### src/rtl/alu_sleep_requester.sv
`default_nettype none
// ============================================================================
// Module   : alu_sleep_requester
// Purpose  : Watches ALU operation traffic and asks the PMU to power the ALU
//            domain down after a programmable run of idle cycles. It follows
//            the PMU isolation/power-switch responses through sleep entry and
//            wake-up, and stalls new operations until the domain is usable.
// Ports    : clk       - rising-edge clock
//            rst       - synchronous reset, active low
//            en        - sleep-request enable (0 = never request sleep)
//            op_valid  - issuer presents an operation (held until accepted)
//            op_ready  - operation accepted when op_valid && op_ready
//            iso_ctrl  - PMU isolation (1 = isolated)
//            psw_ctrl  - PMU power switch (1 = powered)
//            idle      - sleep request to the PMU
//            err       - sticky PMU-timeout flag
//            sleep_cnt - completed sleep entries, saturating
// Revision : 1.0 - initial release
// ============================================================================
module alu_sleep_requester #(
    parameter int IDLE_THRESH = 16,
    parameter int SETTLE      = 2,
    parameter int TIMEOUT     = 64
) (
    input  logic        clk,
    input  logic        rst,
    input  logic        en,
    input  logic        op_valid,
    output logic        op_ready,
    input  logic        iso_ctrl,
    input  logic        psw_ctrl,
    output logic        idle,
    output logic        err,
    output logic [15:0] sleep_cnt
);

    localparam int c_IDLE_W = $clog2(IDLE_THRESH + 1);
    localparam int c_TMO_W  = $clog2(TIMEOUT + 1);
    localparam int c_SET_W  = (SETTLE < 1) ? 1 : $clog2(SETTLE + 1);

    localparam logic [c_IDLE_W-1:0] c_IDLE_LAST = c_IDLE_W'(IDLE_THRESH - 1);
    localparam logic [c_TMO_W-1:0]  c_TMO_LAST  = c_TMO_W'(TIMEOUT - 1);
    localparam logic [c_TMO_W-1:0]  c_TMO_MAX   = c_TMO_W'(TIMEOUT);
    localparam logic [c_SET_W-1:0]  c_SETTLE    = c_SET_W'(SETTLE);

    localparam logic [1:0] c_ST_ACTIVE    = 2'd0;
    localparam logic [1:0] c_ST_SLEEP_REQ = 2'd1;
    localparam logic [1:0] c_ST_SLEEP     = 2'd2;
    localparam logic [1:0] c_ST_WAKE      = 2'd3;

    logic [1:0]          state_q,      state_d;
    logic [c_IDLE_W-1:0] idle_cnt_q,   idle_cnt_d;
    logic [c_TMO_W-1:0]  tmr_q,        tmr_d;
    logic [c_SET_W-1:0]  settle_cnt_q, settle_cnt_d;
    logic                resp_seen_q,  resp_seen_d;
    logic                wake_pend_q,  wake_pend_d;
    logic                err_q,        err_d;
    logic [15:0]         sleep_cnt_q,  sleep_cnt_d;
    logic                idle_q,       idle_d;
    logic                op_ready_q,   op_ready_d;

    logic                w_sleep_ack;
    logic                w_wake_ack;
    logic                w_tmo;
    logic [c_TMO_W-1:0]  w_tmr_inc;

    // PMU handshake responses must be seen on both controls in the same cycle.
    assign w_sleep_ack = iso_ctrl && !psw_ctrl;
    assign w_wake_ack  = !iso_ctrl && psw_ctrl;
    // Timeout fires on the cycle that would complete TIMEOUT waiting cycles.
    assign w_tmo       = (tmr_q == c_TMO_LAST);
    assign w_tmr_inc   = (tmr_q == c_TMO_MAX) ? tmr_q : tmr_q + 1'b1;

    always_comb begin
        state_d      = state_q;
        idle_cnt_d   = idle_cnt_q;
        tmr_d        = tmr_q;
        settle_cnt_d = settle_cnt_q;
        resp_seen_d  = resp_seen_q;
        wake_pend_d  = wake_pend_q;
        err_d        = err_q;
        sleep_cnt_d  = sleep_cnt_q;

        case (state_q)
            c_ST_ACTIVE: begin
                // An accepted operation on the final count cycle wins over
                // the sleep request.
                if (!en || op_valid) begin
                    idle_cnt_d = '0;
                end else if (idle_cnt_q == c_IDLE_LAST) begin
                    state_d = c_ST_SLEEP_REQ;
                end else begin
                    idle_cnt_d = idle_cnt_q + 1'b1;
                end
            end
            c_ST_SLEEP_REQ: begin
                if (op_valid) begin
                    wake_pend_d = 1'b1;
                end
                if (w_sleep_ack) begin
                    state_d = c_ST_SLEEP;
                    if (sleep_cnt_q != 16'hFFFF) begin
                        sleep_cnt_d = sleep_cnt_q + 16'd1;
                    end
                end else if (w_tmo) begin
                    err_d   = 1'b1;
                    state_d = c_ST_WAKE;
                end else begin
                    tmr_d = w_tmr_inc;
                end
            end
            c_ST_SLEEP: begin
                if (op_valid || wake_pend_q) begin
                    state_d = c_ST_WAKE;
                end
            end
            default: begin
                // WAKE: once power-up is seen the timeout no longer applies;
                // only the settle count remains.
                if (resp_seen_q) begin
                    if (settle_cnt_q == c_SETTLE) begin
                        state_d = c_ST_ACTIVE;
                    end else begin
                        settle_cnt_d = settle_cnt_q + 1'b1;
                    end
                end else if (w_wake_ack) begin
                    resp_seen_d = 1'b1;
                end else if (w_tmo) begin
                    err_d   = 1'b1;
                    state_d = c_ST_ACTIVE;
                end else begin
                    tmr_d = w_tmr_inc;
                end
            end
        endcase

        // Every state entry starts with fresh timers.
        if (state_d != state_q) begin
            idle_cnt_d   = '0;
            tmr_d        = '0;
            settle_cnt_d = '0;
            resp_seen_d  = 1'b0;
        end
        if (state_d == c_ST_WAKE) begin
            wake_pend_d = 1'b0;
        end

        // Outputs are registered from the next state so they move with it.
        idle_d     = (state_d == c_ST_SLEEP_REQ) || (state_d == c_ST_SLEEP);
        op_ready_d = (state_d == c_ST_ACTIVE);
    end

    always_ff @(posedge clk) begin
        if (!rst) begin
            state_q      <= c_ST_WAKE;
            idle_cnt_q   <= '0;
            tmr_q        <= '0;
            settle_cnt_q <= '0;
            resp_seen_q  <= 1'b0;
            wake_pend_q  <= 1'b0;
            err_q        <= 1'b0;
            sleep_cnt_q  <= 16'd0;
            idle_q       <= 1'b0;
            op_ready_q   <= 1'b0;
        end else begin
            state_q      <= state_d;
            idle_cnt_q   <= idle_cnt_d;
            tmr_q        <= tmr_d;
            settle_cnt_q <= settle_cnt_d;
            resp_seen_q  <= resp_seen_d;
            wake_pend_q  <= wake_pend_d;
            err_q        <= err_d;
            sleep_cnt_q  <= sleep_cnt_d;
            idle_q       <= idle_d;
            op_ready_q   <= op_ready_d;
        end
    end

    assign op_ready  = op_ready_q;
    assign idle      = idle_q;
    assign err       = err_q;
    assign sleep_cnt = sleep_cnt_q;

endmodule
`default_nettype wire
### config.mk
export PLATFORM = sky130hd
export DESIGN_NAME = alu_sleep_requester
export DESIGN_NICKNAME = d
export VERILOG_FILES = /design/src/rtl/alu_sleep_requester.sv
export SDC_FILE = /design/constraint.sdc
export NUM_CORES = 1
export LEC_CHECK = 0
export CAP_MARGIN = 10
export CELL_PAD_IN_SITES_DETAIL_PLACEMENT = 0
export CELL_PAD_IN_SITES_GLOBAL_PLACEMENT = 1
export CORE_UTILIZATION = 35
export CTS_CLUSTER_DIAMETER = 150
export CTS_CLUSTER_SIZE = 24
export DETAILED_ROUTE_END_ITERATION = 8
export HOLD_SLACK_MARGIN = 0.08
export MAX_ROUTING_LAYER = met4
export PLACE_DENSITY = 0.76
export SETUP_SLACK_MARGIN = 0.4
export SYNTH_ARGS = -nofsm -noshare
export SYNTH_HDL_FRONTEND = slang
export SYNTH_SLANG_ARGS = --single-unit
### constraint.sdc
create_clock -name clk -period 2.82 [get_ports clk]
set_input_delay 0.564 -clock clk [delete_from_list [all_inputs] [get_ports clk]]
set_output_delay 0.564 -clock clk [all_outputs]
set_load 0.01 [all_outputs]
# ---- After elaboration in Yosys (flattened, before gate mapping)
# Cells that the tools add are included.
# Widths: inputs -> output; s select.
dict set report totals {
  ff_bits 37
  latch_bits 0
  ramBits 0
  rom_bits 0
  inputBits 6
  out_inout_bits 19
  wordCells 77
  n_memories 0
}
dict set report op_classes {
  addsub 4
  multipliers 0
  div 0
  n_lt_le_gt_ge 0
  n_eq_ne 15
  shifts 0
  mux 25
  bitwise 4
  n_reduce_logical 19
}
# op n
set op_table {}
lappend op_table {{$mux 7} 5}
lappend op_table {{$mux 2} 9}
lappend op_table {{$add 16x1->16 const B} 1}
lappend op_table {{$ne 16x16->1 const B} 1}
lappend op_table {{$pmux 7 s2} 1}
lappend op_table {{$mux 5} 2}
lappend op_table {{$eq 2x2->1 const B} 4}
lappend op_table {{$add 7x1->7 const B} 1}
lappend op_table {{$eq 7x6->1 const B} 1}
lappend op_table {{$eq 7x7->1 const B} 1}
lappend op_table {{$mux 1} 6}
lappend op_table {{$pmux 2 s3} 1}
lappend op_table {{$reduce_and 3->1} 2}
lappend op_table {{$reduce_or 2->1} 3}
lappend op_table {{$add 5x1->5 const B} 1}
lappend op_table {{$eq 5x4->1 const B} 1}
lappend op_table {{$eq 2x1->1 const B} 2}
lappend op_table {{$logic_not 2->1} 2}
lappend op_table {{$ne 2x1->1 const B} 2}
lappend op_table {{$ne 2x2->1 const B} 2}
lappend op_table {{$not 1->1} 4}
lappend op_table {{$reduce_and 2->1} 2}
lappend op_table {{$reduce_and 4->1} 1}
lappend op_table {{$logic_not 1->1} 3}
lappend op_table {{other kinds (6)} 9}

# ---- Longest topological paths before layout
dict set report depth {
  word_depth 7
  mapped_depth 9
}

# ---- Least setup slack after synthesis
# Ideal clock, no wire load.
dict set report synth_timing {
  path_type {register -> register}
  startpoint {register tmr_q[0]}
  endpoint {register idle_q, in the netlist idle}
  setup_ns 0.115
  t_arrival_ns 2.020
  required_time_ns 2.705
  setup_slack_ns 0.686
  path_stages_with_launch 9
  synth_period_minus_slack_ns 2.134
  path_cell_list {dfxtp_1 > ha_1 > nand3_1 > or3_4 > o41a_1 > o21ai_0 > inv_1 > ha_1 > and2_1}
}
dict set report synth_between {
  elab_chain_cells 7
}
# element line_no
set synth_lines {}
lappend synth_lines {{start: declaration} 53} ;# logic [c_TMO_W-1:0] tmr_q, tmr_d;
lappend synth_lines {{start signal: assignment} 168} ;# tmr_q <= tmr_d;
lappend synth_lines {{$eq 7x6->1 (*)} 71} ;# assign w_tmo = (tmr_q == c_TMO_LAST);
lappend synth_lines {{$mux 2} 128} ;# end else if (w_tmo) begin
lappend synth_lines {{$mux 2} 126} ;# end else if (w_wake_ack) begin
lappend synth_lines {{$mux 2} 120} ;# if (resp_seen_q) begin
lappend synth_lines {{$pmux 2 s3 (*)} 84} ;# case (state_q)
lappend synth_lines {{named net state_d[1]} 51} ;# logic [1:0] state_q, state_d;
lappend synth_lines {{$eq 2x1->1 or $eq 2x2->1 (tied branches)} 149} ;# idle_d = (state_d == c_ST_SLEEP_REQ) || (state_d == c_ST_SLEEP);
lappend synth_lines {{$logic_or 1x1->1 (*)} 149}
lappend synth_lines {{named net idle_d} 59} ;# logic idle_q, idle_d;
lappend synth_lines {{end signal: assignment} 174} ;# idle_q <= idle_d;
lappend synth_lines {{end: declaration} 59}
# Mark *: on every way through the listed nets, which the timed path passes. The rest lies on a longest branch.
# A chain may end at the register's enable or synchronous reset.

# ---- Final worst setup path
# Ends and elaborated chain as after synthesis.

==> results.cfg <==
[sta]
tightest_slew_ns = 0.5211
finClkSkew_ns = 0.007727
setup_violations = 0
finalSetupTns_ns = 0
post-route-period-util_pct = 79.98
finalMaxSlewViolations = 0
rsz0062_at_grt = false
hold_viol_final = 0
min_period_ns = 2.255
slew_headroom_pct = 64.97
fmax_ghz = 0.4434

[power_and_ir_drop]
vdd_ir_drop_max_mv = 0.3899
power.density_nw_per_um2 = 467.7
total_power_mw = 1.114
p_leak_nw = 0.9009
intPower_mw = 0.8676
combPwrFrac_pct = 8.3
clock_power_share_pct = 42.5
sw_frac_of_total_pct = 22.14
p_seq_share_pct = 49.3
power.switching_mw = 0.2466

[logic_synthesis]
synth_async_sr_flop_share_pct = 0
ys.flop_type = dfxtp_1
synth_seq_cells = 37
netlist_top_cells_area = dfxtp_1, ha_1, xor2_1
synth_seq_area_share_pct = 38.52
yosysTopAreaCell = dfxtp_1
synth_top_area_share_pct = 38.52
yosysUniqueCellTypes = 44
synth_edf_count = 0
synth_most_common_cell = dfxtp_1
ys_warn_count = 0
ys_top_cells_by_count = dfxtp_1, nor2_1, nand2_1, and2_1, inv_1
syn_nets = 232
syn_area_um2 = 1923
avgSynthCellArea_um2 = 8.822
synth_cells = 218

[global_routing]
grt_pass1_wl_um = 6492
track_usage_pct = 14.41
antenna_found_initial = 0
overflow = 0
grt_max_degree = 27
grt_pass1_vias = 1453

[critical_path]
start_kind = register
crit_path_frequent_cell = ha_1
slowest_stage = or3_4
worst_ep_required_time_ns = 3.01
cp_max_fo = 5
cp_data_arrival_time_ns = 2.44
worstSetupPathType = reg -> reg
crit_path_end_kind = register
path_buf_inv = 1
crit_chain = ha_1 -> nand3_2 -> or3_4 -> o41a_1 -> o21ai_2 -> inv_1 -> ha_1 -> and2_1
cp_slowest_stage_delay_ns = 0.42
crit_family = simple AND/OR/NAND/NOR gates

[run]
max-cap-violations = 0

[finish]
stdcell_count = 318
drive_above_1_share_pct = 9.677
multi_input_area_um2 = 1130
fillCellCount = 539
area_growth_pct = 23.88
final_util_pct = 45.77
fin_nets = 261
seqCellArea_um2 = 740.7
diodes = 0

[floorplan]
die_w_um = 76.13
ioPinCount = 25
core_um2 = 5205
die_h_um = 76.13
start_util_pct = 36.95
dieArea_um2 = 5795
rows = 26

[clock_tree]
cts_sinks = 37
cts_setup_buffers = 0
max-clock-path-buffers = 2
root_buffer = clkbuf_8
cts_tree = done
cts.clk_slew.worst_paths_ns = 0.08
cts_buffers = 5
clk_latency_ns = 0.28
htree_levels = 2

[place]
dp_hpwl_um = 2767
port_buffers = 24
place.gp.congestion = 0.7582
dp_cells = 310

[route]
wl_per_cell_um = 11.95
vias = 1595
first_pass_iters = 4
vias_per_cell = 5.016
dr.first_iter.drc_count = 100
antenna_left = 0
routed_wl_um = 3800
drcViolationCount = 0

[run_status]
status = completed

[hold_path]
hold_class = reg -> reg
[state kept, by name, indices dropped and copies added, names as in the netlist]
name and cells:
err 1, idle 1, idle_cnt_q 5, op_ready 1, resp_seen_q 1, settle_cnt_q 2
sleep_cnt 16, state_q 2, tmr_q 7, wake_pend_q 1
[cell type report]
| class | count | area share, % |
|---|---|---|
| sequential | 37 | 31.09 |
| timing repair buffer | 27 | 11.03 |
| clock buffer | 7 | 3.624 |
| clock inverter | 1 | 1.261 |
| tap | 70 | 3.676 |
| inverter | 12 | 1.891 |
| multi-input combinational | 164 | 47.43 |
[cell usage in the layout (no fill, tap or decap), types with 5 or more instances in the layout]
cell type | Yosys | routed
a21oi_1 | 6 | 6
and2_1 | 12 | 12
clkbuf_8 | 0 | 6
clkdlybuf4s50_1 | 0 | 24
dfxtp_1 | 37 | 37
ha_1 | 8 | 8
inv_1 | 12 | 12
nand2_1 | 18 | 18
nand3_1 | 9 | 8
nand4_1 | 6 | 6
nor2_1 | 19 | 19
nor3_1 | 8 | 8
nor3b_1 | 7 | 7
o21ai_0 | 8 | 6
xnor2_1 | 5 | 5
xor2_1 | 11 | 11
[stage by stage]
stage / area [µm²] / hold slack [ns] / setup slack [ns]
6_report: 2382 / 0.4666 / 0.5645
5_1_grt: 2382 / 0.4986 / 0.4470
4_1_cts: 2370 / 0.4751 / 0.4607
3_5_place_dp: 2253 / 0.4584 / 0.4045
3_3_place_gp: 2253 / 0.4505 / 0.4099
2_1_floorplan: 1923 / 0.4372 / 0.6855
[routing by layer]
metal  part of all wire [%]  track usage, %  vias up
met5                      0               -        -
met2                     44           20.27       20
met3                    2.8           3.353        4
li1                       -               -      830
met1                     52           19.50      741
met4                    1.6           6.538        0
[path summary, 6_finish.rpt]
kind / end / slack (ns) / startpoint / depth (start not counted)
min reg2reg: err$_SDFFE_PN0P_ / 0.47 / err$_SDFFE_PN0P_ / 1
max reg2reg: idle$_SDFF_PN0_ / 0.56 / tmr_q[0]$_SDFFE_PP0P_ / 8
max: idle$_SDFF_PN0_ / 0.56 / tmr_q[0]$_SDFFE_PP0P_ / 8
min: err$_SDFFE_PN0P_ / 0.47 / err$_SDFFE_PN0P_ / 1
[timing repair]
item | in CTS | in global routing
resized for setup | 0 | 5
hold buffers | 0 | 0
endpoints found under the setup margin | 0 | 2
[power groups by stage]
stage	registers (mW)	clock network [mW]	logic [mW]
final	0.549	0.473	0.0920
after global routing	0.552	0.511	0.108
after CTS	0.549	0.484	0.0921
after detailed placement	0.561	0	0.0916
after global placement	0.560	0	0.0906
after floorplan	0.557	0	0.0648
[logic make-up after synthesis]
kind of cell / Yosys count / share of synthesized area, %
buf+inv: 17 / 3.383
compound gates: 29 / 10.02
xor+xnor: 16 / 7.287
simple gates: 107 / 33.51
mux: 4 / 2.082
flops: 37 / 38.52
fa+ha+maj: 8 / 5.205
[worst register-to-register path, delay by kind of cell (launching register included)]
family / cells / cell delay, ns
AOI/OAI and AO/OA: 2 / 0.52
adders and majority gates: 2 / 0.50
buffers and inverters: 1 / 0.06
DFF: 1 / 0.38
and+or+nand+nor: 3 / 0.70
Power figures use the tool's default switching activity.
